**config.mk**
```make
export PLATFORM = sky130hd
export DESIGN_NAME = pipelined_cla_adder_flat
export DESIGN_NICKNAME = d
export VERILOG_FILES = /design/src/rtl/pipelined_cla_adder_pkg.sv /design/src/rtl/pipelined_cla_adder_if.sv /design/src/rtl/pipelined_cla_adder_cla4_slice.sv /design/src/rtl/pipelined_cla_adder.sv /design/src/flat_wrapper.sv
export SDC_FILE = /design/constraint.sdc
export NUM_CORES = 1
export LEC_CHECK = 0
export CAP_MARGIN = 30
export CORE_AREA = 2 2 93 95
export DETAILED_ROUTE_END_ITERATION = 10
export DIE_AREA = 0 0 95 97
export PLACE_DENSITY = 0.73
export SYNTH_ARGS = -nofsm -noshare
export SYNTH_HDL_FRONTEND = slang
export SYNTH_SLANG_ARGS = --single-unit
export TNS_END_PERCENT = 30
```
**constraint.sdc**
```tcl
create_clock -name clk -period 2 [get_ports clk]
set_input_delay 0.2 -clock clk [delete_from_list [all_inputs] [get_ports clk]]
set_output_delay 0.2 -clock clk [all_outputs]
set_load 0.05 [all_outputs]
```
**src/rtl/pipelined_cla_adder_pkg.sv**
```systemverilog
// ---------------------------------------------------------------------------
// cla_pkg
// Shared definitions for the pipelined carry-lookahead adder:
//   GRP_W  : width of one lookahead group (one pipeline stage per group)
//   mode_e : operation select carried with each operand bundle
// ---------------------------------------------------------------------------
package cla_pkg;

    localparam int GRP_W = 4;

    typedef enum logic {
        MODE_ADD = 1'b0,    // a + b + cin
        MODE_SUB = 1'b1     // a - b, formed as a + ~b + 1
    } mode_e;

endpackage

```
**src/rtl/pipelined_cla_adder_if.sv**
```systemverilog
// ---------------------------------------------------------------------------
// pipelined_cla_adder_if
// Valid/ready bundle interface of the pipelined adder.
//   Input side : in_valid, in_ready, a, b, cin, mode
//   Output side: out_valid, out_ready, sum, cout, ovf
// Modports:
//   master : the producer/consumer around the adder (drives operands, out_ready)
//   slave  : the adder itself
// ---------------------------------------------------------------------------
interface pipelined_cla_adder_if
    import cla_pkg::*;
#(
    parameter int WIDTH = 16
);

    logic             in_valid;
    logic             in_ready;
    logic [WIDTH-1:0] a;
    logic [WIDTH-1:0] b;
    logic             cin;
    mode_e            mode;
    logic             out_valid;
    logic             out_ready;
    logic [WIDTH-1:0] sum;
    logic             cout;
    logic             ovf;

    modport master (
        output in_valid, a, b, cin, mode, out_ready,
        input  in_ready, out_valid, sum, cout, ovf
    );

    modport slave (
        input  in_valid, a, b, cin, mode, out_ready,
        output in_ready, out_valid, sum, cout, ovf
    );

endinterface

```
**src/rtl/pipelined_cla_adder_cla4_slice.sv**
```systemverilog
// ---------------------------------------------------------------------------
// cla4_slice
// Purely combinational 4-bit carry-lookahead slice.
//   i_a, i_b : 4-bit operand group
//   i_ci     : carry into bit 0
//   o_s      : 4-bit sum
//   o_co     : carry out of bit 3
//   o_p, o_g : group propagate / group generate
//   o_c3     : carry into bit 3 (used for signed overflow on the top group)
// Every carry is a flat sum-of-products of g/p terms; no carry feeds another.
// ---------------------------------------------------------------------------
module cla4_slice
    import cla_pkg::*;
(
    input  logic [GRP_W-1:0] i_a,
    input  logic [GRP_W-1:0] i_b,
    input  logic             i_ci,
    output logic [GRP_W-1:0] o_s,
    output logic             o_co,
    output logic             o_p,
    output logic             o_g,
    output logic             o_c3
);

    logic [GRP_W-1:0] w_p;
    logic [GRP_W-1:0] w_g;
    logic [GRP_W-1:0] w_c;

    assign w_p = i_a ^ i_b;
    assign w_g = i_a & i_b;

    assign w_c[0] = i_ci;
    assign w_c[1] = w_g[0] | (w_p[0] & i_ci);
    assign w_c[2] = w_g[1] | (w_p[1] & w_g[0]) | (w_p[1] & w_p[0] & i_ci);
    assign w_c[3] = w_g[2] | (w_p[2] & w_g[1]) | (w_p[2] & w_p[1] & w_g[0])
                  | (w_p[2] & w_p[1] & w_p[0] & i_ci);

    assign o_g  = w_g[3] | (w_p[3] & w_g[2]) | (w_p[3] & w_p[2] & w_g[1])
                | (w_p[3] & w_p[2] & w_p[1] & w_g[0]);
    assign o_p  = &w_p;
    assign o_co = o_g | (o_p & i_ci);
    assign o_s  = w_p ^ w_c;
    assign o_c3 = w_c[3];

endmodule

```
**src/rtl/pipelined_cla_adder.sv**
```systemverilog
// ---------------------------------------------------------------------------
// pipelined_cla_adder
// WIDTH-bit adder/subtractor split into NGRP = WIDTH/4 pipeline stages, one
// 4-bit lookahead group per stage; the group carry is registered between
// stages. Valid/ready flow control stalls the whole pipeline at once.
//   clk   : clock, rising edge
//   rst_n : asynchronous active-low reset (valid bits and outputs only)
//   bus   : slave side of pipelined_cla_adder_if (operands in, result out)
// Latency NGRP cycles, one result per cycle.
// ---------------------------------------------------------------------------
module pipelined_cla_adder
    import cla_pkg::*;
#(
    parameter int WIDTH = 16
)(
    input  logic                 clk,
    input  logic                 rst_n,
    pipelined_cla_adder_if.slave bus
);

    localparam int NGRP = WIDTH / GRP_W;

    logic w_advance;

    // The pipeline only moves when the output slot is empty or being drained.
    assign w_advance    = !g_stg[NGRP-1].r_valid || bus.out_ready;
    assign bus.in_ready = w_advance;

    genvar gi;
    generate
        for (gi = 0; gi < NGRP; gi++) begin : g_stg
            localparam int LO = gi * GRP_W;     // LSB of this stage's group
            localparam int WB = WIDTH - LO;     // b bits still unconsumed on entry

            logic             w_valid_in;
            logic [WIDTH-1:0] w_sa_in;
            logic [WIDTH-1:0] w_sa_next;
            logic [WB-1:0]    w_b_in;
            logic             w_ci;
            logic [GRP_W-1:0] w_s;
            logic             w_co;
            logic             w_p;
            logic             w_g;
            logic             w_c3;

            // r_sa: finished sum groups below this stage, raw a groups above.
            logic             r_valid;
            logic             r_carry;
            logic [WIDTH-1:0] r_sa;

            if (gi == 0) begin : g_head
                // b is conditioned once here; the inverted value then travels
                // with the bundle, so later mode changes cannot affect it.
                assign w_valid_in = bus.in_valid;
                assign w_sa_in    = bus.a;
                assign w_b_in     = (bus.mode == MODE_SUB) ? ~bus.b : bus.b;
                assign w_ci       = (bus.mode == MODE_SUB) ? 1'b1 : bus.cin;
            end else begin : g_body
                assign w_valid_in = g_stg[gi-1].r_valid;
                assign w_sa_in    = g_stg[gi-1].r_sa;
                assign w_b_in     = g_stg[gi-1].g_skew.r_b;
                assign w_ci       = g_stg[gi-1].r_carry;
            end

            cla4_slice u_slice (
                .i_a  (w_sa_in[LO +: GRP_W]),
                .i_b  (w_b_in[GRP_W-1:0]),
                .i_ci (w_ci),
                .o_s  (w_s),
                .o_co (w_co),
                .o_p  (w_p),
                .o_g  (w_g),
                .o_c3 (w_c3)
            );

            always_comb begin
                w_sa_next              = w_sa_in;
                w_sa_next[LO +: GRP_W] = w_s;
            end

            always_ff @(posedge clk or negedge rst_n) begin
                if (!rst_n) begin
                    r_valid <= 1'b0;
                end else if (w_advance) begin
                    r_valid <= w_valid_in;
                end
            end

            if (gi == NGRP-1) begin : g_tail
                // Last stage doubles as the output register, so it is reset.
                logic r_ovf;

                always_ff @(posedge clk or negedge rst_n) begin
                    if (!rst_n) begin
                        r_sa    <= '0;
                        r_carry <= 1'b0;
                        r_ovf   <= 1'b0;
                    end else if (w_advance) begin
                        r_sa    <= w_sa_next;
                        r_carry <= w_co;
                        r_ovf   <= w_c3 ^ w_co;
                    end
                end
            end else begin : g_skew
                // Only the b groups above this stage are kept.
                logic [WB-GRP_W-1:0] r_b;

                always_ff @(posedge clk) begin
                    if (w_advance) begin
                        r_sa    <= w_sa_next;
                        r_carry <= w_co;
                        r_b     <= w_b_in[WB-1:GRP_W];
                    end
                end
            end
        end
    endgenerate

    assign bus.out_valid = g_stg[NGRP-1].r_valid;
    assign bus.sum       = g_stg[NGRP-1].r_sa;
    assign bus.cout      = g_stg[NGRP-1].r_carry;
    assign bus.ovf       = g_stg[NGRP-1].g_tail.r_ovf;

endmodule

```
**src/flat_wrapper.sv**
```systemverilog
// flat-port wrapper written by rule: the top's interface ports become plain ports
module pipelined_cla_adder_flat import cla_pkg::*;
#(
    parameter int WIDTH = 16
)
  (clk, rst_n, bus_in_valid, bus_a, bus_b, bus_cin, bus_mode, bus_out_ready, bus_in_ready, bus_out_valid, bus_sum, bus_cout, bus_ovf);
  pipelined_cla_adder_if #(.WIDTH(WIDTH)) bus_i ();
  input  logic clk;
  input  logic rst_n;
  input wire logic [$bits(bus_i.in_valid)-1:0] bus_in_valid;
  input wire logic [$bits(bus_i.a)-1:0] bus_a;
  input wire logic [$bits(bus_i.b)-1:0] bus_b;
  input wire logic [$bits(bus_i.cin)-1:0] bus_cin;
  input wire logic [$bits(bus_i.mode)-1:0] bus_mode;
  input wire logic [$bits(bus_i.out_ready)-1:0] bus_out_ready;
  output wire logic [$bits(bus_i.in_ready)-1:0] bus_in_ready;
  output wire logic [$bits(bus_i.out_valid)-1:0] bus_out_valid;
  output wire logic [$bits(bus_i.sum)-1:0] bus_sum;
  output wire logic [$bits(bus_i.cout)-1:0] bus_cout;
  output wire logic [$bits(bus_i.ovf)-1:0] bus_ovf;
  assign bus_i.in_valid = bus_in_valid;
  assign bus_i.a = bus_a;
  assign bus_i.b = bus_b;
  assign bus_i.cin = bus_cin;
  assign bus_i.mode = bus_mode;
  assign bus_i.out_ready = bus_out_ready;
  assign bus_in_ready = bus_i.in_ready;
  assign bus_out_valid = bus_i.out_valid;
  assign bus_sum = bus_i.sum;
  assign bus_cout = bus_i.cout;
  assign bus_ovf = bus_i.ovf;
  pipelined_cla_adder #(.WIDTH(WIDTH)) u_core (.clk(clk), .rst_n(rst_n), .bus(bus_i));
endmodule
```
==> results of run 1 <==
[worst min-delay path by stage]
stage	startpoint	to	slack, ns	depth (start not counted)
final	rst_n	u_core.bus.sum[3]	0.20	2
after CTS	rst_n	u_core.bus.sum[3]	0.20	2
after global placement	u_core.g_stg[0].r_sa[12]	u_core.g_stg[1].r_sa[12]	0.40	0
after floorplan	rst_n	u_core.bus.cout	-0.1	0
after global routing	rst_n	u_core.bus.sum[3]	0.22	2
after detailed placement	u_core.g_stg[0].r_sa[0]	u_core.g_stg[1].r_sa[0]	0.40	0
[per-stage QoR]
step	setup slack (ns)	util (%)
5_1_grt	0.201	59.9
4_1_cts	0.218	59.9
3_5_place_dp	-0.0540	56.8
2_1_floorplan	0.0249	-
6_report	0.247	59.9
3_3_place_gp	-0.0244	56.8
[power breakdown]
group	total (uW)	internal, uW	switching, uW
combinational	2490	1020	1470
sequential	3350	3080	270
clock	1460	834	621
[state kept, by name, summed over array words and instances, names as in the netlist]
signal / flops
u_core.bus.cout: 1
u_core.bus.out_valid: 1
u_core.bus.ovf: 1
u_core.bus.sum: 16
u_core.g_stg.g_skew.r_b: 24
u_core.g_stg.r_carry: 3
u_core.g_stg.r_sa: 48
u_core.g_stg.r_valid: 3
[cells in the final DEF (no fill, tap or decap), drive strengths merged]
cell type / Yosys / layout
clkdlybuf4s50: 0 / 56
mux2i: 1 / 1
o21ai: 6 / 6
or2: 1 / 1
bufinv: 0 / 1
a211oi: 5 / 5
ha: 16 / 16
nor2: 15 / 15
edfxtp: 75 / 75
buf: 5 / 11
nand2b: 4 / 4
a21oi: 9 / 9
xor2: 21 / 21
clkbuf: 0 / 13
inv: 11 / 11
fa: 4 / 4
dfrtp: 22 / 22
xnor2: 5 / 5
o21bai: 1 / 1
a21o: 5 / 5
clkinv: 0 / 2
mux2: 15 / 15
[cells by family after synthesis]
kind of cell,after synthesis,share of synthesized area [%]
AOI/OAI and AO/OA,26,4.42
xor gates and xnor gates,26,5.96
adders and majority gates,20,7.33
buffers and inverters,16,2.03
DFF,97,73.3
muxes,16,4.68
and+or+nand+nor,20,2.29
[synthesized netlist by cell type, drive strengths merged (5+ instances only)]
cell type	instances
a21oi	9
mux2	15
buf	5
xnor2	5
inv	11
a211oi	5
edfxtp	75
nor2	15
ha	16
xor2	21
a21o	5
o21ai	6
dfrtp	22
[per-layer routing]
metal | vias to the layer above | GRT usage (%)
met5 | - | 0
met4 | 0 | 7.58
met3 | 10 | 2.65
met2 | 47 | 18.5
met1 | 896 | 16.4
li1 | 947 | -
[cell type report]
cell class,instances,share of cell area (%)
Clock buffer,13,4.37
Clock inverter,3,0.796
Inverter,11,0.848
Multi-Input combinational cell,108,19.5
Sequential cell,97,57.5
Tap cell,105,2.70
Timing Repair Buffer,67,14.2
==> impl_metrics.tcl, run 1 <==
set metrics [dict create \
    max_stage_delay_ns 0.82 \
    finClkSkew_ns 0.00671 \
    n_antenna_cell 0 \
    ys_ff_latch 97 \
    placed_area_um2 4620 \
    met3_length_um 254 \
    cp.arrival_ns 1.55 \
    drive_above_1_share_pct 15.1 \
    end_kind "output port" \
    rows 33 \
    place_inst 388 \
    path_clk_slew_ns 0.09 \
    htree_levels 3 \
    gp_congestion 0.700 \
    worstSetupStartpointType "register" \
    cts_tree "done" \
    crit_buf_inv 1 \
    r2r_start "u_core.g_stg[0].g_skew.r_b[0]" \
    grt_pass1_wl_um 8580 \
    tightest_slew_ns 0.503 \
    seqCellArea_um2 2800 \
    cap_violations 0 \
    critical_path.startpoint "u_core.bus.out_valid" \
    peakVddDrop_v 0.000511 \
    nets 352 \
    ant_nets 0 \
    setup_violations 0 \
    cts.sink_count 97 \
    antenna_found_initial 0 \
    top_layer_used "met4" \
    maxSlewHeadroom_pct 66.4 \
    multi_input_comb_area_um2 951 \
    wl_met2_um 2420 \
    syn_nets 279 \
    drt_iter0_markers 93 \
    crit_family "buffers and inverters" \
    p_leak_uw 0.00192 \
    crit_cells 1 \
    wl_met1_um 2350 \
    yosysTopAreaCell "edfxtp_1" \
    synth_async_sr_flop_share_pct 22.7 \
    instances_no_fill 404 \
    synthCells 221 \
    r2r_cells 5 \
    nFillCells 625 \
    ys.flop_type "edfxtp_1" \
    cts_buffers 9 \
    dieArea_um2 9220 \
    fin_area_um2 4870 \
    vias 1900 \
    outcome "complete, no violations" \
    slew_violations 0 \
    netlist_area_um2 3820 \
    grt_start_max_net_pins 45 \
    viasPerCell 4.70 \
    io_buffers 57 \
    synth.yosys.seq_area_share_pct 73.3 \
    synth_cell_type_count 23 \
    syn_area_per_cell_um2 17.3 \
    tns_ns 0 \
    ys_warn_count 0 \
    wl_per_cell_um 12.8 \
    crit_chain "clkdlybuf4s50_1" \
    cts_root_buffer "clkbuf_8" \
    fmax_mhz 570 \
    die_h_um 97 \
    grt_usage_pct 12.3 \
    worstPathRequired_ns 1.80 \
    dp.final_hpwl_um 3660 \
    grt_setup_unrepaired "no" \
    endpoint "bus_out_valid" \
    grt_pass1_vias 1839 \
    finalHoldViolCount 0 \
    cts_setup_buffers 0 \
    synth_top_area_share_pct 58.9 \
    clk_latency_ns 0.35 \
    cp_slowest_cell "clkdlybuf4s50_1" \
    coreArea_um2 8130 \
    fin_crit_sh_pct 87.6 \
    dr.pass1.iters 4 \
    grt-ovfl-total 0 \
    timing.rr.end "u_core.g_stg[1].r_carry" \
    worst-path-max-fanout 2 \
    power_density_nw_per_um2 1500 \
    total_power_uw 7300 \
    hold_class "input port to async pin" \
    holdBufCountCts 0 \
    cts.repair.resized 0 \
    synthTopCellsByArea "edfxtp_1, dfrtp_1, ha_1" \
    period_minus_slack_ns 1.75 \
    die_width_um 95 \
    reg2reg_slack_ns 0.48 \
    critPathKind "register to output port" \
    area_growth_pct 27.4 \
    drc 0 \
    routed_wl_um 5150 \
    fin_hold_ws_ns 0.200 \
    ios 58 \
    synth-edff-count 75 \
    start_util_pct 47.0 \
    cts.path.max_buffers 2 \
]
(Power assumes the default switching activity.)
==> run 2, diff against run 1 <==
--- a/config.mk
+++ b/config.mk
@@ -6,9 +6,9 @@
 export NUM_CORES = 1
 export LEC_CHECK = 0
 export CAP_MARGIN = 30
-export CORE_AREA = 2 2 93 95
+export CORE_AREA = 5 5 96 98
 export DETAILED_ROUTE_END_ITERATION = 10
-export DIE_AREA = 0 0 95 97
+export DIE_AREA = 0 0 101 103
 export PLACE_DENSITY = 0.73
 export SYNTH_ARGS = -nofsm -noshare
 export SYNTH_HDL_FRONTEND = slang
==> impl_metrics.tcl, run 2 (synthesized netlist as in run 1, its figures left out) <==
set metrics [dict create \
    grt_usage_pct 11.2 \
    cts_root_buffer "clkbuf_8" \
    clk_latency_ns 0.35 \
    grt_setup_unrepaired "no" \
    final_cell_mix "edfxtp_1, clkdlybuf4s50_1, dfrtp_1" \
    finalHoldViolCount 0 \
    hold_class "input port to async pin" \
    antenna_found_initial 0 \
    io_buffers 57 \
    coreArea_um2 8380 \
    post-route-util_pct 57.8 \
    drive_above_1_share_pct 14.8 \
    placed_area_um2 4600 \
    viasPerCell 4.61 \
    cts.sink_count 97 \
    met3_usage_pct 3.11 \
    nFillCells 652 \
    p_leak_uw 0.00190 \
    peakVddDrop_v 0.000473 \
    tightest_slew_ns 0.507 \
    gp_congestion 0.791 \
    power_density_nw_per_um2 1510 \
    fmax_mhz 569 \
    n_antenna_cell 0 \
    fin_area_um2 4840 \
    met2_usage_pct 18.8 \
    worst-path-max-fanout 2 \
    ios 58 \
    end_kind "output port" \
    grt-busiest-layer "met2" \
    grt_pass1_vias 1992 \
    rows 34 \
    htree_levels 3 \
    tns_ns 0 \
    cts_tree "done" \
    outcome "complete, no violations" \
    final_common_cell "edfxtp_1" \
    slew_violations 0 \
    setup_violations 0 \
    cts_buffers 9 \
    dp.final_hpwl_um 3680 \
    drt_iter0_markers 103 \
    crit_buf_inv 1 \
    wl_per_cell_um 12.8 \
    grt-ovfl-total 0 \
    ant_nets 0 \
    worstSetupStartpointType "register" \
    vias 1870 \
    crit_chain "clkdlybuf4s50_1" \
    grtUsageMet1_pct 13.0 \
    period_minus_slack_ns 1.76 \
    fin_hold_ws_ns 0.191 \
    cp_slowest_cell "clkdlybuf4s50_1" \
    routed_wl_um 5200 \
    seqCellArea_um2 2800 \
    worstPathRequired_ns 1.80 \
    cts.path.max_buffers 2 \
    cts.repair.resized 0 \
    crit_family "buffers and inverters" \
    nets 351 \
    die_width_um 101 \
    finClkSkew_ns 0.00776 \
    multi_input_comb_area_um2 951 \
    maxSlewHeadroom_pct 66.1 \
    grt_start_max_net_pins 37 \
    cts_setup_buffers 0 \
    area_growth_pct 26.7 \
    die_h_um 103 \
    max_stage_delay_ns 0.82 \
    drc 0 \
    largest_register "u_core.g_stg.r_sa" \
    grt_pass1_wl_um 8970 \
    cp.arrival_ns 1.56 \
    pre_cts_slack_ns -0.0644 \
    largest_reg_flops 48 \
    dieArea_um2 10400 \
    cap_violations 0 \
    critPathKind "register to output port" \
    dr.pass1.iters 4 \
    start_util_pct 45.6 \
    fin_crit_sh_pct 87.9 \
    fin_ws_ns 0.242 \
    holdBufCountCts 0 \
    path_clk_slew_ns 0.09 \
]
run 2: changes by cell type in the layout (fill, tap and decap cells not counted):
cell,previous run,this run
clkbuf_8,10,9
inv_6,0,1
buf_12,4,3
clkbuf_16,3,0
clkinvlp_4,0,2
bufinv_16,1,3
clkinv_2,1,0
run 2: metrics by stage:
step	total power, uW	instances
finish	7290	406
global route	7740	406
CTS	7380	406
detailed placement	5910	390
global placement	5810	390
floorplan	5050	221
run 2: report_power, final:
| part | internal [uW] | switching [uW] | total, uW |
|---|---|---|---|
| Combinational | 1010 | 1470 | 2480 |
| Sequential | 3080 | 259 | 3340 |
| Clock | 830 | 639 | 1470 |
| Total | 4920 | 2370 | 7290 |
run 2: path summary, 6_finish.rpt:
path                       slack, ns                     startpoint  depth (start not counted)                       endpoint
hold reg to reg                 0.42  u_core.g_stg[1].g_skew.r_b[5]                          0  u_core.g_stg[2].g_skew.r_b[1]
setup / recovery                0.24           u_core.bus.out_valid                          1                  bus_out_valid
setup reg to reg                0.33  u_core.g_stg[0].g_skew.r_b[0]                          5        u_core.g_stg[1].r_carry
max in group asynchronous       1.57                          rst_n                          2             u_core.bus.sum[10]
hold / removal                  0.19                          rst_n                          2              u_core.bus.sum[5]
min in group clk                0.40                       bus_a[9]                          1        u_core.g_stg[0].r_sa[9]
run 2: area by class of cell:
class	count	share of cell area, %
clock buffer	9	2.56
sequential	97	57.9
multi-input combinational	108	19.6
inverter	11	0.852
tap	108	2.79
clock inverter	7	2.43
timing repair buffer	66	13.9
run 2: routing by layer:
metal  vias to the layer above  routed length, um
met4                         0                117
met1                       878               2220
met2                        41               2570
met5                         -                  0
li1                        941                  -
met3                        10                297
==> run 3, diff against run 2 <==
==> constraint.sdc (replaced) <==
create_clock -name clk -period 2 [get_ports clk]
set_input_delay 0.3 -clock clk [delete_from_list [all_inputs] [get_ports clk]]
set_output_delay 0.3 -clock clk [all_outputs]
set_load 0.05 [all_outputs]
==> impl_metrics.tcl, run 3 (synthesized netlist as in run 1, its figures left out) <==
set metrics [dict create \
    outcome "complete, no violations" \
    cts_tree "done" \
    die_width_um 101 \
    largest_register "u_core.g_stg.r_sa" \
    antenna_found_initial 0 \
    hold_class "input port to async pin" \
    area_growth_pct 26.1 \
    end_kind "output port" \
    htree_levels 3 \
    drc 0 \
    fin_hold_ws_ns 0.300 \
    nets 352 \
    worst-path-max-fanout 2 \
    clk_latency_ns 0.34 \
    routed_wl_um 5240 \
    crit_buf_inv 1 \
    grt-ovfl-total 0 \
    grt_setup_unrepaired "no" \
    crit_chain "clkdlybuf4s50_1" \
    cp.arrival_ns 1.55 \
    critPathKind "register to output port" \
    fin_ws_ns 0.149 \
    p_leak_uw 0.00190 \
    slew_violations 0 \
    io_buffers 57 \
    peakVddDrop_v 0.000499 \
    grt_pass1_vias 1960 \
    coreArea_um2 8380 \
    vias 1868 \
    cp_slowest_cell "clkdlybuf4s50_1" \
    worstPathRequired_ns 1.70 \
    crit_family "buffers and inverters" \
    viasPerCell 4.59 \
    wl_per_cell_um 12.9 \
    grt_usage_pct 11.2 \
    cts.path.max_buffers 2 \
    fmax_mhz 540 \
    cts_setup_buffers 0 \
    fin_crit_sh_pct 92.6 \
    cts.repair.resized 0 \
    maxSlewHeadroom_pct 65.9 \
    n_antenna_cell 0 \
    ios 58 \
    tightest_slew_ns 0.510 \
    power_density_nw_per_um2 1470 \
    final_common_cell "edfxtp_1" \
    drt_iter0_markers 141 \
    drive_above_1_share_pct 14.4 \
    finalHoldViolCount 0 \
    grt_pass1_wl_um 8930 \
    gp_congestion 0.788 \
    rows 34 \
    setup_violations 0 \
    largest_reg_flops 48 \
    cts_root_buffer "clkbuf_8" \
    max_stage_delay_ns 0.82 \
    ant_nets 0 \
    dr.pass1.iters 5 \
    pre_cts_slack_ns -0.154 \
    path_clk_slew_ns 0.09 \
    grt_start_max_net_pins 48 \
    cts_buffers 9 \
    final_cell_mix "edfxtp_1, clkdlybuf4s50_1, dfrtp_1" \
    finClkSkew_ns 0.0118 \
    period_minus_slack_ns 1.85 \
    dieArea_um2 10400 \
    worstSetupStartpointType "register" \
    cap_violations 0 \
    dp.final_hpwl_um 3730 \
    holdBufCountCts 0 \
    die_h_um 103 \
    cts.sink_count 97 \
    start_util_pct 45.6 \
]
## run 3: cell types whose count changed in the layout (fill, tap and decap cells not counted), sizes merged
cell,delta
buf,+1
inv,-1
bufinv,-2
clkinvlp,-2
clkbuf,+4
clkinv,+1
## run 3: per-stage QoR
step | std cells | util [%] | instance area (um^2) | TNS [ns] | total power (uW)
global route | 407 | 57.5 | 4820 | 0 | 7520
global placement | 391 | 55.2 | 4620 | -0.345 | 5830
CTS | 407 | 57.5 | 4820 | 0 | 7190
finish | 407 | 57.5 | 4820 | 0 | 7070
floorplan | 221 | - | 3830 | 0 | 5050
detailed placement | 391 | 55.2 | 4620 | -0.551 | 5930
## run 3: layer usage
metal	global-route usage (%)	up-vias	wire length (um)
li1	-	941	-
met2	17.3	45	2560
met3	3.38	8	278
met5	0	-	0
met4	5.52	0	81
met1	14.3	874	2320
## run 3: area by class of cell
cell class                 count  area [um^2]
fill                         636         3560
sequential                    97         2800
multi-input combinational    108          951
timing repair buffer          67          693
clock buffer                  13          159
tap                          108          135
inverter                      11         41.3
clock inverter                 3         38.8
## run 3: report_power, final
group	switching, uW	internal (uW)	leakage, uW
clock	589	642	0.000101
combinational	1480	1020	0.000788
sequential	259	3080	0.00101
## run 3: worst paths after layout
check	from	endpoint	slack [ns]	cells past startpoint
min in group clk	u_core.g_stg[1].r_sa[3]	u_core.g_stg[2].r_sa[3]	0.42	0
max in group asynchronous	rst_n	u_core.bus.sum[9]	1.46	2
setup reg to reg	u_core.g_stg[0].g_skew.r_b[0]	u_core.g_stg[1].r_carry	0.41	5
hold / removal	rst_n	u_core.bus.sum[5]	0.30	2
hold reg to reg	u_core.g_stg[1].r_sa[3]	u_core.g_stg[2].r_sa[3]	0.42	0
setup / recovery	u_core.bus.out_valid	bus_out_valid	0.15	1
